### src/rtl/audio_pkg.sv
// Shared audio definitions: default word width and receiver state encoding.
package audio_pkg;

    // Bits per channel word, shared with the matching transmitter.
    localparam int AUDIO_WIDTH = 24;

    // Receiver FSM state encoding.
    typedef logic [1:0] state_t;
    localparam state_t IDLE  = 2'd0;
    localparam state_t LEFT  = 2'd1;
    localparam state_t RIGHT = 2'd2;

endpackage

### src/rtl/adc_receiver_if.sv
// Serial audio bus: bit clock, word select and data line.
interface adc_receiver_if;

    logic sclk;
    logic lrclk;
    logic sd;

    // The serial source drives the bus.
    modport master (output sclk, output lrclk, output sd);
    // The receiver only observes the bus.
    modport slave  (input sclk, input lrclk, input sd);

endinterface

### src/rtl/serial_input_sync.sv
// Brings the asynchronous serial bus into the clk domain and flags
// synchronized sclk rising edges as sample events.
module serial_input_sync (
    input  logic                 clk,
    input  logic                 rst_n,
    adc_receiver_if.slave        bus,
    output logic                 sample_en,
    output logic                 lr_s,
    output logic                 sd_s
);

    // Index 0 is the first synchronizer stage; sclk has an extra stage for edge detect.
    logic [2:0] sclk_q, sclk_d;
    logic [1:0] lr_q,   lr_d;
    logic [1:0] sd_q,   sd_d;

    // Shift each raw line one stage deeper per clk.
    // NOTE: every variable written here gets its value on every path, so no latch is inferred.
    always_comb begin
        sclk_d = {sclk_q[1:0], bus.sclk};
        lr_d   = {lr_q[0],     bus.lrclk};
        sd_d   = {sd_q[0],     bus.sd};
    end

    // Synchronizer flops, cleared on reset.
    // NOTE: sequential state uses non-blocking assignments so all stages update from pre-edge values.
    always_ff @(posedge clk or negedge rst_n) begin
        if (!rst_n) begin
            sclk_q <= '0;
            lr_q   <= '0;
            sd_q   <= '0;
        end else begin
            sclk_q <= sclk_d;
            lr_q   <= lr_d;
            sd_q   <= sd_d;
        end
    end

    // All three lines share the same depth, so lr_s/sd_s line up with the edge.
    assign sample_en = sclk_q[1] & ~sclk_q[2];
    assign lr_s      = lr_q[1];
    assign sd_s      = sd_q[1];

endmodule

### src/rtl/adc_receiver.sv
// Left-justified stereo serial receiver: assembles left/right words and
// presents each completed frame with a one-clk valid pulse.
module adc_receiver
    import audio_pkg::*;
#(
    parameter int WIDTH = AUDIO_WIDTH
) (
    input  logic             clk,
    input  logic             rst_n,
    input  logic             enable,
    input  logic             sclk,
    input  logic             lrclk,
    input  logic             sd,
    output logic [WIDTH-1:0] left_data,
    output logic [WIDTH-1:0] right_data,
    output logic             valid,
    output logic             frame_err
);

    localparam int             CW   = $clog2(WIDTH) + 1;
    localparam logic [CW-1:0]  FULL = CW'(WIDTH);

    adc_receiver_if serial_bus ();
    assign serial_bus.sclk  = sclk;
    assign serial_bus.lrclk = lrclk;
    assign serial_bus.sd    = sd;

    logic sample_en;
    logic lr_s;
    logic sd_s;

    serial_input_sync u_sync (
        .clk       (clk),
        .rst_n     (rst_n),
        .bus       (serial_bus),
        .sample_en (sample_en),
        .lr_s      (lr_s),
        .sd_s      (sd_s)
    );

    state_t           state_q,      state_d;
    logic             lr_prev_q,    lr_prev_d;
    logic [CW-1:0]    cnt_q,        cnt_d;
    logic [WIDTH-1:0] left_sr_q,    left_sr_d;
    logic [WIDTH-1:0] right_sr_q,   right_sr_d;
    logic             left_short_q, left_short_d;
    logic [WIDTH-1:0] left_data_q,  left_data_d;
    logic [WIDTH-1:0] right_data_q, right_data_d;
    logic             valid_q,      valid_d;
    logic             frame_err_q,  frame_err_d;

    logic             boundary;
    logic             not_full;
    logic [CW-1:0]    shamt;
    logic             start_left;
    logic             start_right;
    logic             shift_en;
    logic             frame_done;

    // A word-select change seen at a sample event marks a new channel's MSB.
    assign boundary = sample_en && (lr_s != lr_prev_q);
    assign not_full = cnt_q < FULL;
    // Left-justifies a short word: received bits move to the MSBs.
    assign shamt    = FULL - cnt_q;

    // State register.
    always_ff @(posedge clk or negedge rst_n) begin
        if (!rst_n) begin
            state_q <= IDLE;
        end else begin
            state_q <= state_d;
        end
    end

    // Next-state logic: channel boundaries move between LEFT and RIGHT.
    always_comb begin
        state_d = state_q;
        if (!enable) begin
            state_d = IDLE;
        end else if (boundary) begin
            case (state_q)
                IDLE:    if (lr_s)  state_d = LEFT;
                LEFT:    if (!lr_s) state_d = RIGHT;
                RIGHT:   if (lr_s)  state_d = LEFT;
                default: state_d = IDLE;
            endcase
        end
    end

    // Output decode: datapath controls derived from state and the current event.
    always_comb begin
        start_left  = 1'b0;
        start_right = 1'b0;
        frame_done  = 1'b0;
        if (enable && boundary) begin
            case (state_q)
                IDLE:    start_left  = lr_s;
                LEFT:    start_right = !lr_s;
                RIGHT: begin
                    start_left = lr_s;
                    frame_done = lr_s;
                end
                default: ;
            endcase
        end
        shift_en = enable && sample_en && !boundary && not_full &&
                   ((state_q == LEFT) || (state_q == RIGHT));
    end

    // Datapath next values: shift registers, bit count and frame outputs.
    always_comb begin
        lr_prev_d    = sample_en ? lr_s : lr_prev_q;
        cnt_d        = cnt_q;
        left_sr_d    = left_sr_q;
        right_sr_d   = right_sr_q;
        left_short_d = left_short_q;
        left_data_d  = left_data_q;
        right_data_d = right_data_q;
        frame_err_d  = frame_err_q;
        valid_d      = frame_done;

        if (!enable) begin
            cnt_d        = '0;
            left_sr_d    = '0;
            right_sr_d   = '0;
            left_short_d = 1'b0;
        end else begin
            if (start_left) begin
                cnt_d      = CW'(1);
                left_sr_d  = {{(WIDTH-1){1'b0}}, sd_s};
                right_sr_d = '0;
            end else if (start_right) begin
                cnt_d        = CW'(1);
                // The left word is frozen from here on, so justify it in place.
                left_sr_d    = left_sr_q << shamt;
                right_sr_d   = {{(WIDTH-1){1'b0}}, sd_s};
                left_short_d = not_full;
            end else if (shift_en) begin
                cnt_d = cnt_q + 1'b1;
                if (state_q == LEFT) begin
                    left_sr_d = {left_sr_q[WIDTH-2:0], sd_s};
                end else begin
                    right_sr_d = {right_sr_q[WIDTH-2:0], sd_s};
                end
            end

            if (frame_done) begin
                left_data_d  = left_sr_q;
                right_data_d = right_sr_q << shamt;
                frame_err_d  = left_short_q | not_full;
            end
        end
    end

    // Datapath registers; lr_prev resets high so a left-first start is not a boundary.
    always_ff @(posedge clk or negedge rst_n) begin
        if (!rst_n) begin
            lr_prev_q    <= 1'b1;
            cnt_q        <= '0;
            left_sr_q    <= '0;
            right_sr_q   <= '0;
            left_short_q <= 1'b0;
            left_data_q  <= '0;
            right_data_q <= '0;
            valid_q      <= 1'b0;
            frame_err_q  <= 1'b0;
        end else begin
            lr_prev_q    <= lr_prev_d;
            cnt_q        <= cnt_d;
            left_sr_q    <= left_sr_d;
            right_sr_q   <= right_sr_d;
            left_short_q <= left_short_d;
            left_data_q  <= left_data_d;
            right_data_q <= right_data_d;
            valid_q      <= valid_d;
            frame_err_q  <= frame_err_d;
        end
    end

    assign left_data  = left_data_q;
    assign right_data = right_data_q;
    assign valid      = valid_q;
    assign frame_err  = frame_err_q;

endmodule

### config.mk
export PLATFORM = sky130hd
export DESIGN_NAME = adc_receiver
export DESIGN_NICKNAME = d
export VERILOG_FILES = /design/src/rtl/audio_pkg.sv /design/src/rtl/adc_receiver_if.sv /design/src/rtl/serial_input_sync.sv /design/src/rtl/adc_receiver.sv
export SDC_FILE = /design/constraint.sdc
export NUM_CORES = 1
export LEC_CHECK = 0
export BUFFER_PORTS_ARGS = -buffer_cell sky130_fd_sc_hd__buf_2
export CORE_MARGIN = 2
export CORE_UTILIZATION = 45
export CTS_CLUSTER_SIZE = 14
export DETAILED_ROUTE_END_ITERATION = 6
export SLEW_MARGIN = 20
export SYNTH_ARGS = -nofsm -noshare
export SYNTH_HDL_FRONTEND = slang
export SYNTH_HIERARCHICAL = 1
export SYNTH_SLANG_ARGS = --single-unit
### constraint.sdc
create_clock -name clk -period 3.6 [get_ports clk]
set_input_delay 0.36 -clock clk [delete_from_list [all_inputs] [get_ports clk]]
set_output_delay 0.36 -clock clk [all_outputs]
set_load 0.02 [all_outputs]
### Yosys cells after proc, flatten, opt, wreduce, memory -nomap -nowiden

Index checks and enable logic that the tools add are counted.

* word-level logic and storage cells: 76
* register bits: 115

* mux-type cells: 28
* add/subtract/negate cells: 2
* reductions and logical operators: 16
* eq/ne operators: 11
* shifts and indexed selects: 2
* $lt $le $gt $ge: 1
* bitwise logic cells: 3

Operator list (number)
* 24-bit 2-to-1 mux: 10
* 24-bit by 6-bit left shift with 24-bit output: 2
* 6-bit 2-to-1 mux: 4
* 1-bit 2-to-1 mux: 9
* 2-bit 2-to-1 mux: 4
* 4-bit by 1-bit inequality test with 1-bit output, second input constant: 2
* 2-bit AND reduction: 4
* 6-bit by 1-bit adder with 6-bit output, second input constant: 1
* 1-bit logical AND: 6
* 6-bit by 5-bit less-than comparator with 1-bit output, second input constant: 1
* 5-bit by 6-bit subtractor with 6-bit output, first input constant: 1
* 2-bit by 1-bit inequality test with 1-bit output, second input constant: 2
* 4-bit inequality test, second input constant: 1
* 2-bit one-hot mux with 2 select lines: 1
* 3-bit by 2-bit inequality test with 1-bit output, second input constant: 1
* 3-bit inequality test, second input constant: 1
* 3-bit AND reduction: 1
* 2-bit by 1-bit equality test with 1-bit output, second input constant: 1
* 2-bit equality test, second input constant: 1
* 1-bit logical NOT: 2
* 2-bit logical NOT: 1
* 2-bit inequality test, second input constant: 1
* 2-bit OR reduction: 1
* 1-bit bitwise AND: 1
* other kinds (4): 4

### Depth between registers and ports, before layout

Gate-level depths: netlist of the first run.

* word-level depth: 11
* gate-level depth with buffers: 14
* depth with buffers taken out: 9

### Hierarchy

The synthesis of the first run kept the hierarchy.

Modules (own cells, without submodules)
* adc_receiver: cells each 699, instances 1, area each 6721.4 µm², seq. area each 2703.8 µm²
* serial_input_sync: cells each 8, instances 1, area each 188.9 µm², seq. area each 175.2 µm²

### Worst setup path after synthesis of the first run

Ideal clock, no wire load.

* kind: reg-to-reg
* start: register cnt_q[0]
* end: register right_data_q[23], in the netlist right_data[23]
* arrival time: 2.795 ns
* stages on the path, launching flop included: 13
* setup time: 0.126 ns
* path buffers: 6
* period minus slack after synthesis: 2.921 ns
* slack: 0.679 ns
* path through: dfrtp_1 -> buf_6 -> buf_12 -> buf_6 -> inv_1 -> ha_1 -> buf_2 -> buf_2 -> buf_1 -> mux4_2 -> a21oi_1 -> nor2_1 -> a221o_1

* cells in the longest elaborated chain, start to end: 2

Ends and longest elaborated chain
* from (decl): line adc_receiver.sv:43 `logic [CW-1:0] cnt_q, cnt_d;`
* from (signal assigned): line adc_receiver.sv:169 `cnt_q <= cnt_d;`
* 5-bit by 6-bit subtractor with 6-bit output: line adc_receiver.sv:64 `assign shamt = FULL - cnt_q;`
* 24-bit by 6-bit left shift with 24-bit output: line adc_receiver.sv:149 `right_data_d = right_sr_q << shamt;`
* to (signal assigned): line adc_receiver.sv:174 `right_data_q <= right_data_d;`
* to (decl): line adc_receiver.sv:48 `logic [WIDTH-1:0] right_data_q, right_data_d;`

No other way between the ends.
A chain may end at the register's enable or synchronous reset.

### Final worst setup path of the first run

* start: register u_sync.sclk_q[2]
* end: register right_data_q[4], in the netlist right_data[4]

* cells in the longest elaborated chain, start to end: 6

Ends and longest elaborated chain
* from (decl): line serial_input_sync.sv:13 `logic [2:0] sclk_q, sclk_d;`
* from (signal assigned): line serial_input_sync.sv:33 `sclk_q <= sclk_d;`
* 1-bit NOT: line serial_input_sync.sv:40 `assign sample_en = sclk_q[1] & ~sclk_q[2];`
* 1-bit bitwise AND: line serial_input_sync.sv:40
* net sample_en: line adc_receiver.sv:28 `logic sample_en;`
* 1-bit logical AND: line adc_receiver.sv:61 `assign boundary = sample_en && (lr_s != lr_prev_q);`
* 1-bit logical AND: line adc_receiver.sv:95 `if (enable && boundary) begin`
* 1-bit 2-to-1 mux: line adc_receiver.sv:95
* 2-bit AND reduction (no line)

The timed path passes the listed nets, and every way through them passes these cells.

==> metrics, run 1 <==
worst hold margin=~0.049 ns; Reg clk slew, reported paths=0.06 ns; global-route wire length before repair=between 30000 and 40000 um; cell taking the most area after synthesis=dfrtp_1; Core Area=~15000 um2; most numerous cell in the Yosys netlist=nand2_1; Initial Util=0.458; CP Max Fanout=25; Worst Hold Class=input pin to register; per-cell routed wire length=21.3 um; initial drt markers=544; HPWL Detailed=approximately 14000 um; main flop type after synthesis=dfrtp_1; Synth top area share=0.413; pin count of the biggest net entering global routing=between 50 and 60; total global-route track usage=0.258; fin. max-slew vios=0; share of layout cells above drive strength 1=0.219; Bufs on Longest Clock Path=2; Mapped Nets=roughly 720; H-tree depth=4; # IOs=56; initial antenna violation count=0; die width=128 um; register area share after synthesis=0.417; count of final hold-check violations=0; WP data arrival=between 3 and 4 ns; CTS tree=done; clk sinks=approximately 120; cts bufs inserted=17; distinct cell type count after synthesis=74; Worst setup EP type=register; vias in the first global route=5523; Max-slew headroom=0.446; final antenna-violating net count=0; root buffer selected by CTS=clkbuf_16; # fillers=1402; die area=about 16000 um2; hold buffers post-CTS=1; Worst-Margin Slew=~0.83 ns; Synth top cells by count=nand2_1, dfrtp_1, mux2i_1; antenna cell count=0; NumNets Final=roughly 760; post-synthesis register bit count=~120; post-synthesis cell count=between 700 and 800; Pleak=roughly 3.7 nW; Vias=5795; violated checks=design-rule violations; RSZ-0062 raised after global routing=no; Final Skew=0.0103 ns; Pwr per Cell Area=435 nW/um2; Clock Latency Late Sink=between 0.4 and 0.5 ns; fmax=roughly 330 MHz; most frequent CP cell=nand2_1; Yosys Warn Count=6; Worst EP required=between 3 and 4 ns; PortBufs=55; CP max stage cell=nor2_2; die height=approximately 130 um; TNS Setup=0 ns; total grt overflow=0; routability congestion estimate=between 0.9 and 1; ys async rst share=1.00; syn avg cell area=just under 10 um2; Period minus WS final=slightly above 3 ns; drt pass-1 iters=7; area of the mapped netlist=a little under 7000 um2; period utilization=0.854; Layout Area Growth over Synthesis=15.6%; drt drc=3; top post-synthesis cells by area=dfrtp_1, nand2_1, mux2i_1; status=finished, violations left; Setup CP Type=register to register; maxcap violations=0; row cnt=between 40 and 50; Final setup viols=0; post-CTS sizing=0; maximum VDD drop=~380 uV; postcts setup bufs=0; final wirelength=approximately 20000 um; Post-synth EDFFs=0; Worst path max stage delay=0.62 ns; Via-to-Cell Ratio=between 6 and 7; CP Launch Type=register; critical path cell sequence=nor2b_4 > nand2_1 > or3_2 > inv_2 > nand2_2 > nor2_2 > nand2_1 > o21ai_0
==> registers in the layout, indices dropped and copies added (netlist names) <==
register	cells
cnt_q	6
u_sync/sd_q	2
valid	1
left_data	24
u_sync/lr_q	2
frame_err	1
right_sr_q	24
u_sync/sclk_q	3
lr_prev_q	1
left_sr_q	24
state_q	2
left_short_q	1
right_data	24
==> cells by family after synthesis <==
family                     count (synthesis)  share of synthesized area
AOI/OAI and AO/OA                        182                      0.188
DFF                                      115                      0.417
adders and majority gates                  6                     0.0109
xor gates and xnor gates                   7                    0.00996
buffers and inverters                     67                     0.0521
muxes                                     84                      0.162
and+or+nand+nor                          246                      0.160
==> path summary, 6_finish.rpt <==
| kind | from | end | slack (ns) | cells past startpoint |
|---|---|---|---|---|
| setup / recovery | u_sync/sclk_q[2] | right_data[4] | 0.53 | 8 |
| hold / removal | sclk | u_sync/sclk_q[0] | 0.05 | 1 |
| setup reg to reg | u_sync/sclk_q[2] | right_data[4] | 0.53 | 8 |
| hold reg to reg | u_sync/sclk_q[0] | u_sync/sclk_q[1] | 0.35 | 0 |
| max in group asynchronous | rst_n | right_data[7] | 2.28 | 3 |
| min in group asynchronous | rst_n | left_data[8] | 0.52 | 2 |
==> critical path, delay by kind of cell, from the launching register on <==
kind / cells / cell delay [ns]
and+or+nand+nor: 6 / 1.97
buffers and inverters: 1 / 0.38
AOI/OAI and AO/OA: 1 / 0.22
DFF: 1 / 0.40
==> stage by stage <==
step	total power, mW	cells	utilization	worst slack [ns]	instance area (um2)
6_report	3.48	952	0.529	0.527	7990
5_1_grt	3.59	952	0.529	0.290	7990
4_1_cts	3.50	952	0.529	0.543	7990
3_5_place_dp	1.58	919	0.484	0.554	7310
3_3_place_gp	1.57	919	0.484	0.643	7310
2_1_floorplan	1.50	707	-	0.679	6910
==> per-layer routing <==
| metal | global-route usage | vias to the layer above | share of wire |
|---|---|---|---|
| met5 | 0 | - | 0 |
| met3 | 0.0572 | 30 | 0.071 |
| met2 | 0.372 | 222 | 0.44 |
| met4 | 0.0750 | 0 | 0.018 |
| li1 | - | 2677 | - |
| met1 | 0.388 | 2866 | 0.47 |
==> area by class of cell <==
class / instances / area (um2) / share of cell area
Multi-Input combinational cell: 525 / 3690 / 0.462
Sequential cell: 115 / 2880 / 0.361
Clock buffer: 21 / 470 / 0.0589
Timing Repair Buffer: 80 / 468 / 0.0586
Tap cell: 188 / 235 / 0.0295
Clock inverter: 11 / 199 / 0.0249
Inverter: 12 / 45.0 / 0.00564
==> cell usage in the layout (no fill, tap or decap), types with 4 or more instances in the layout <==
| cell | instances |
|---|---|
| nand2_1 | 137 |
| dfrtp_1 | 113 |
| buf_2 | 54 |
| mux2i_1 | 47 |
| o21ai_0 | 44 |
| nor2_1 | 38 |
| a21oi_1 | 35 |
| a22o_1 | 30 |
| buf_4 | 25 |
| mux4_2 | 19 |
| clkbuf_16 | 17 |
| mux2_2 | 15 |
| nand3_1 | 11 |
| inv_1 | 10 |
| nor3_1 | 10 |
| and3_1 | 9 |
| a211oi_1 | 9 |
| nor2b_1 | 6 |
| a31oi_1 | 6 |
| or3_1 | 6 |
| o211ai_1 | 6 |
| a221oi_1 | 6 |
| ha_1 | 6 |
| a221o_1 | 5 |
| a32o_1 | 5 |
| a22oi_1 | 5 |
| bufinv_16 | 5 |
| o21ai_1 | 4 |
| nor4_1 | 4 |
| nand2b_1 | 4 |
| nand4_1 | 4 |
==> power by group <==
group          internal (mW)  switching (mW)
registers               1.30          0.0158
logic                 0.0767           0.158
clock network           1.29           0.634
No activity file was read; power rests on OpenSTA's default activity.
==> inputs of run 2 (changes only) <==
- RECOVER_POWER: not set -> 50
==> run 2 against run 1 <==
The run now ends clean. First-iteration DRC count rose by 13%. Non-clock buffer count unchanged. Via count about the same. Die area did not move. Critical path depth unchanged. Register-to-register slack about the same. Setup slack better by 0.0048 ns. Critical path type unchanged.
==> metrics, run 2 (synthesis results as in run 1) <==
busiest grt layer=met1; met1 usage=0.388; drt pass-1 iters=6; fmax=approximately 330 MHz; die width=between 100 and 150 um; RSZ-0062 raised after global routing=no; Final setup viols=0; post-CTS sizing=0; initial antenna violation count=0; most frequent cells in the layout=nand2_1, dfrtp_1, clkbuf_1; CTS tree=done; FF+latch area=slightly below 3000 um2; PnR worst setup slack=between 0.5 and 0.6 ns; M3 GR Usage=0.0572; global-route wire length before repair=~32000 um; row cnt=45; final wirelength=around 20000 um; HPWL Detailed=14300 um; drt drc=0; count of final hold-check violations=0; root buffer selected by CTS=clkbuf_16; Period minus WS final=just over 3 ns; Pwr Total=around 3.5 mW; maxcap violations=0; placed cell count=919; Final Skew=between 0.009 and 0.01 ns; pin count of the biggest net entering global routing=52; status=completed; Reg clk slew, reported paths=0.06 ns; period utilization=0.852; Via-to-Cell Ratio=6.09; total global-route track usage=0.258; TNS Setup=0 ns; PortBufs=between 50 and 60; Max-slew headroom=0.133; H-tree depth=4; most frequent CP cell=nand2_1; Worst setup EP type=register; CP startpoint=u_sync/sclk_q[2]; pre-CTS WS=approximately 0.55 ns; Setup CP Type=register to register; CP max stage cell=nor2_2; Initial Util=0.458; Pleak=~3.5 nW; maximum VDD drop=about 380 uV; min-delay src=sclk; Worst-Margin Slew=1.30 ns; Worst Hold Class=input pin to register; Final Instance Count excl. Fillers=~950; area of the multi-input gates=~3700 um2; reg2reg start=u_sync/sclk_q[2]; Vias=5799; Worst path max stage delay=just over 0.6 ns; routability congestion estimate=around 0.94; final antenna-violating net count=0; Bufs on Longest Clock Path=2; total grt overflow=0; WP data arrival=~3.4 ns; Core Area=15100 um2; Global Route met2 Usage=0.372; # fillers=around 1400; CP Launch Type=register; antenna cell count=0; Clock Latency Late Sink=between 0.4 and 0.5 ns; die height=~130 um; Pwr per Cell Area=about 440 nW/um2; CP Max Fanout=25; cts bufs inserted=17; clk sinks=between 100 and 150; fin. max-slew vios=0; commonest non-fill, non-tap cell in the layout=nand2_1; Design Area, Final=just under 8000 um2; Post-DP Area=7310 um2; critical path cell sequence=nor2b_4 > nand2_1 > or3_2 > inv_2 > nand2_2 > nor2_2 > nand2_1 > o21ai_0; vias in the first global route=~5500; # IOs=between 50 and 60; share of layout cells above drive strength 1=0.151; worst hold margin=approximately 0.048 ns; Util after Layout=0.524; Worst EP required=approximately 3.9 ns; initial drt markers=slightly above 600; die area=between 15000 and 20000 um2; per-cell routed wire length=21.4 um; NumNets Final=~760; Layout Area Growth over Synthesis=14.5%
## run 2: layout make-up
cell class,count,share of cell area
clock buffer,21,0.0595
clock inverter,11,0.0251
inverter,12,0.00569
multi-input combinational,525,0.466
sequential,115,0.364
tap,188,0.0297
timing repair buffer,80,0.0500
## run 2: final timing paths
| check | endpoint | slack, ns | depth (start not counted) |
|---|---|---|---|
| max reg2reg | right_data[7] | 0.53 | 8 |
| min reg2reg | u_sync/sclk_q[1] | 0.35 | 0 |
| min | u_sync/sclk_q[0] | 0.05 | 1 |
| max in group asynchronous | right_sr_q[20] | 1.11 | 3 |
| min in group asynchronous | left_data[8] | 0.77 | 2 |
| max | right_data[7] | 0.53 | 8 |
## run 2: routing by layer
| metal | share of wire | routed length [um] |
|---|---|---|
| met1 | 0.48 | 9790 |
| met2 | 0.44 | 8920 |
| met3 | 0.064 | 1310 |
| met4 | 0.016 | 328 |
| met5 | 0 | 0 |
## run 2: critical path: cells and delay by family (launching register included)
kind	cells	cell delay, ns
AND/OR/NAND/NOR	6	1.96
flip-flops	1	0.40
buffers and inverters	1	0.38
AO/OA/AOI/OAI	1	0.22
## run 2: where the power goes
part,switching [mW],internal [mW]
Combinational,0.158,0.0754
Sequential,0.0158,1.30
Clock,0.635,1.29
Total,0.808,2.67
## run 2: repair_timing
item / in CTS / in global routing
hold buffers: 1 / 0
endpoints found under the setup margin: 0 / 0
buffers inserted: 0 / 0
endpoints found under the hold margin: 26 / 0
==> inputs of run 3 (changes only) <==
- clock period: 3.6 -> 3.25 ns (I/O delays scaled with it)
==> run 3 against run 2 <==
Critical path depth rose by 1. Non-clock buffer count rose by 2. Power fell by 2.5%. Cell area fell by 1.3%. Core utilization fell by 0.69 points. Critical path type unchanged. Critical endpoint is now left_sr_q[22].
==> metrics, run 3 (synthesis results as in run 1) <==
period utilization=0.838; busiest grt layer=met1; count of final hold-check violations=0; row cnt=45; maximum VDD drop=~330 uV; Worst setup EP type=register; maxcap violations=0; NumNets Final=between 700 and 800; Worst-Margin Slew=between 1 and 1.5 ns; Pleak=~3.4 nW; most frequent cells in the layout=nand2_1, dfrtp_1, clkbuf_1; Via-to-Cell Ratio=roughly 6.3; critical path cell sequence=inv_1 > ha_1 > buf_12 > nor2_1 > buf_4 > inv_1 > o32ai_1 > a21oi_1 > a221oi_1; final antenna-violating net count=0; antenna cell count=0; global-route wire length before repair=around 32000 um; hold buffers post-CTS=3; Global Route met2 Usage=0.364; Worst path max stage delay=0.53 ns; HPWL Detailed=14000 um; worst reg2reg path depth=9; total grt overflow=0; vias in the first global route=5827; Initial Util=0.458; total global-route track usage=0.255; most frequent CP cell=inv_1; drt pass-1 iters=7; fmax=~370 MHz; CP max stage cell=dfrtp_1; Final Skew=0.00573 ns; Layout Area Growth over Synthesis=13.0%; routability congestion estimate=0.966; PortBufs=55; worst hold margin=~0.013 ns; postcts setup bufs=0; Final setup viols=0; CP Launch Type=register; per-cell routed wire length=~21 um; post-CTS sizing=0; RSZ-0062 raised after global routing=no; WP data arrival=around 3 ns; Setup CP Type=register to register; final wirelength=20100 um; clk sinks=115; fin. max-slew vios=0; Top Family by Delay on Critical Path=compound AO/OA/AOI/OAI gates; initial drt markers=between 500 and 600; CTS tree=done; Bufs on Longest Clock Path=2; status=completed; met1 usage=0.376; hold path depth=1; H-tree depth=4; Reg clk slew, reported paths=around 0.050 ns; Worst EP required=between 3 and 4 ns; die width=128 um; Vias=around 6000; drt drc=0; Max-slew headroom=0.192; Period minus WS final=2.72 ns; cts bufs inserted=17; pin count of the biggest net entering global routing=68; CP Max Fanout=32; Clock Latency Late Sink=0.42 ns; Core Area=15100 um2; TNS Setup=0 ns; initial antenna violation count=0; CP Depth=9; commonest non-fill, non-tap cell in the layout=nand2_1; die height=roughly 130 um; share of layout cells above drive strength 1=0.150; M3 GR Usage=0.0639; Worst Hold Class=input pin to register; root buffer selected by CTS=clkbuf_16; CP bufs+invs=4; die area=roughly 16000 um2; Pwr per Cell Area=434 nW/um2; # IOs=56
[run 3: metrics by stage]
stage	util	cell area, um2	instances	setup WS [ns]	power [mW]
after floorplan	-	6910	707	0.329	1.67
final	0.517	7810	953	0.528	3.39
after CTS	0.523	7890	953	0.572	3.42
after detailed placement	0.486	7330	919	0.574	1.75
after global routing	0.517	7810	953	0.352	3.51
after global placement	0.486	7330	919	0.474	1.75
[run 3: cell type report]
class,instances,area [um2]
Fill cell,1444,7280
Multi-Input combinational cell,525,3690
Sequential cell,115,2880
Clock buffer,21,460
Timing Repair Buffer,82,435
Tap cell,188,235
Clock inverter,10,61.3
Inverter,12,45.0
[run 3: report_power, final]
part / switching, mW / leakage, nW / total (mW) / internal (mW)
clock network: 0.662 / 0.254 / 1.66 / 0.999
logic: 0.181 / 1.58 / 0.269 / 0.0881
registers: 0.0146 / 1.58 / 1.46 / 1.45
[run 3: path summary, 6_finish.rpt]
path	startpoint	to	slack, ns
setup / recovery	cnt_q[1]	left_sr_q[22]	0.53
hold reg to reg	u_sync/sd_q[0]	u_sync/sd_q[1]	0.35
min in group asynchronous	rst_n	left_data[8]	0.69
max in group asynchronous	rst_n	cnt_q[0]	0.84
setup reg to reg	cnt_q[1]	left_sr_q[22]	0.53
hold / removal	sclk	u_sync/sclk_q[0]	0.01
[run 3: metal layers]
layer	wire (um)	part of all wire	vias to the layer above
met5	0	0	-
met4	409	0.020	0
met3	1500	0.075	38
met2	8660	0.43	281
met1	9500	0.47	2961
li1	-	-	2703
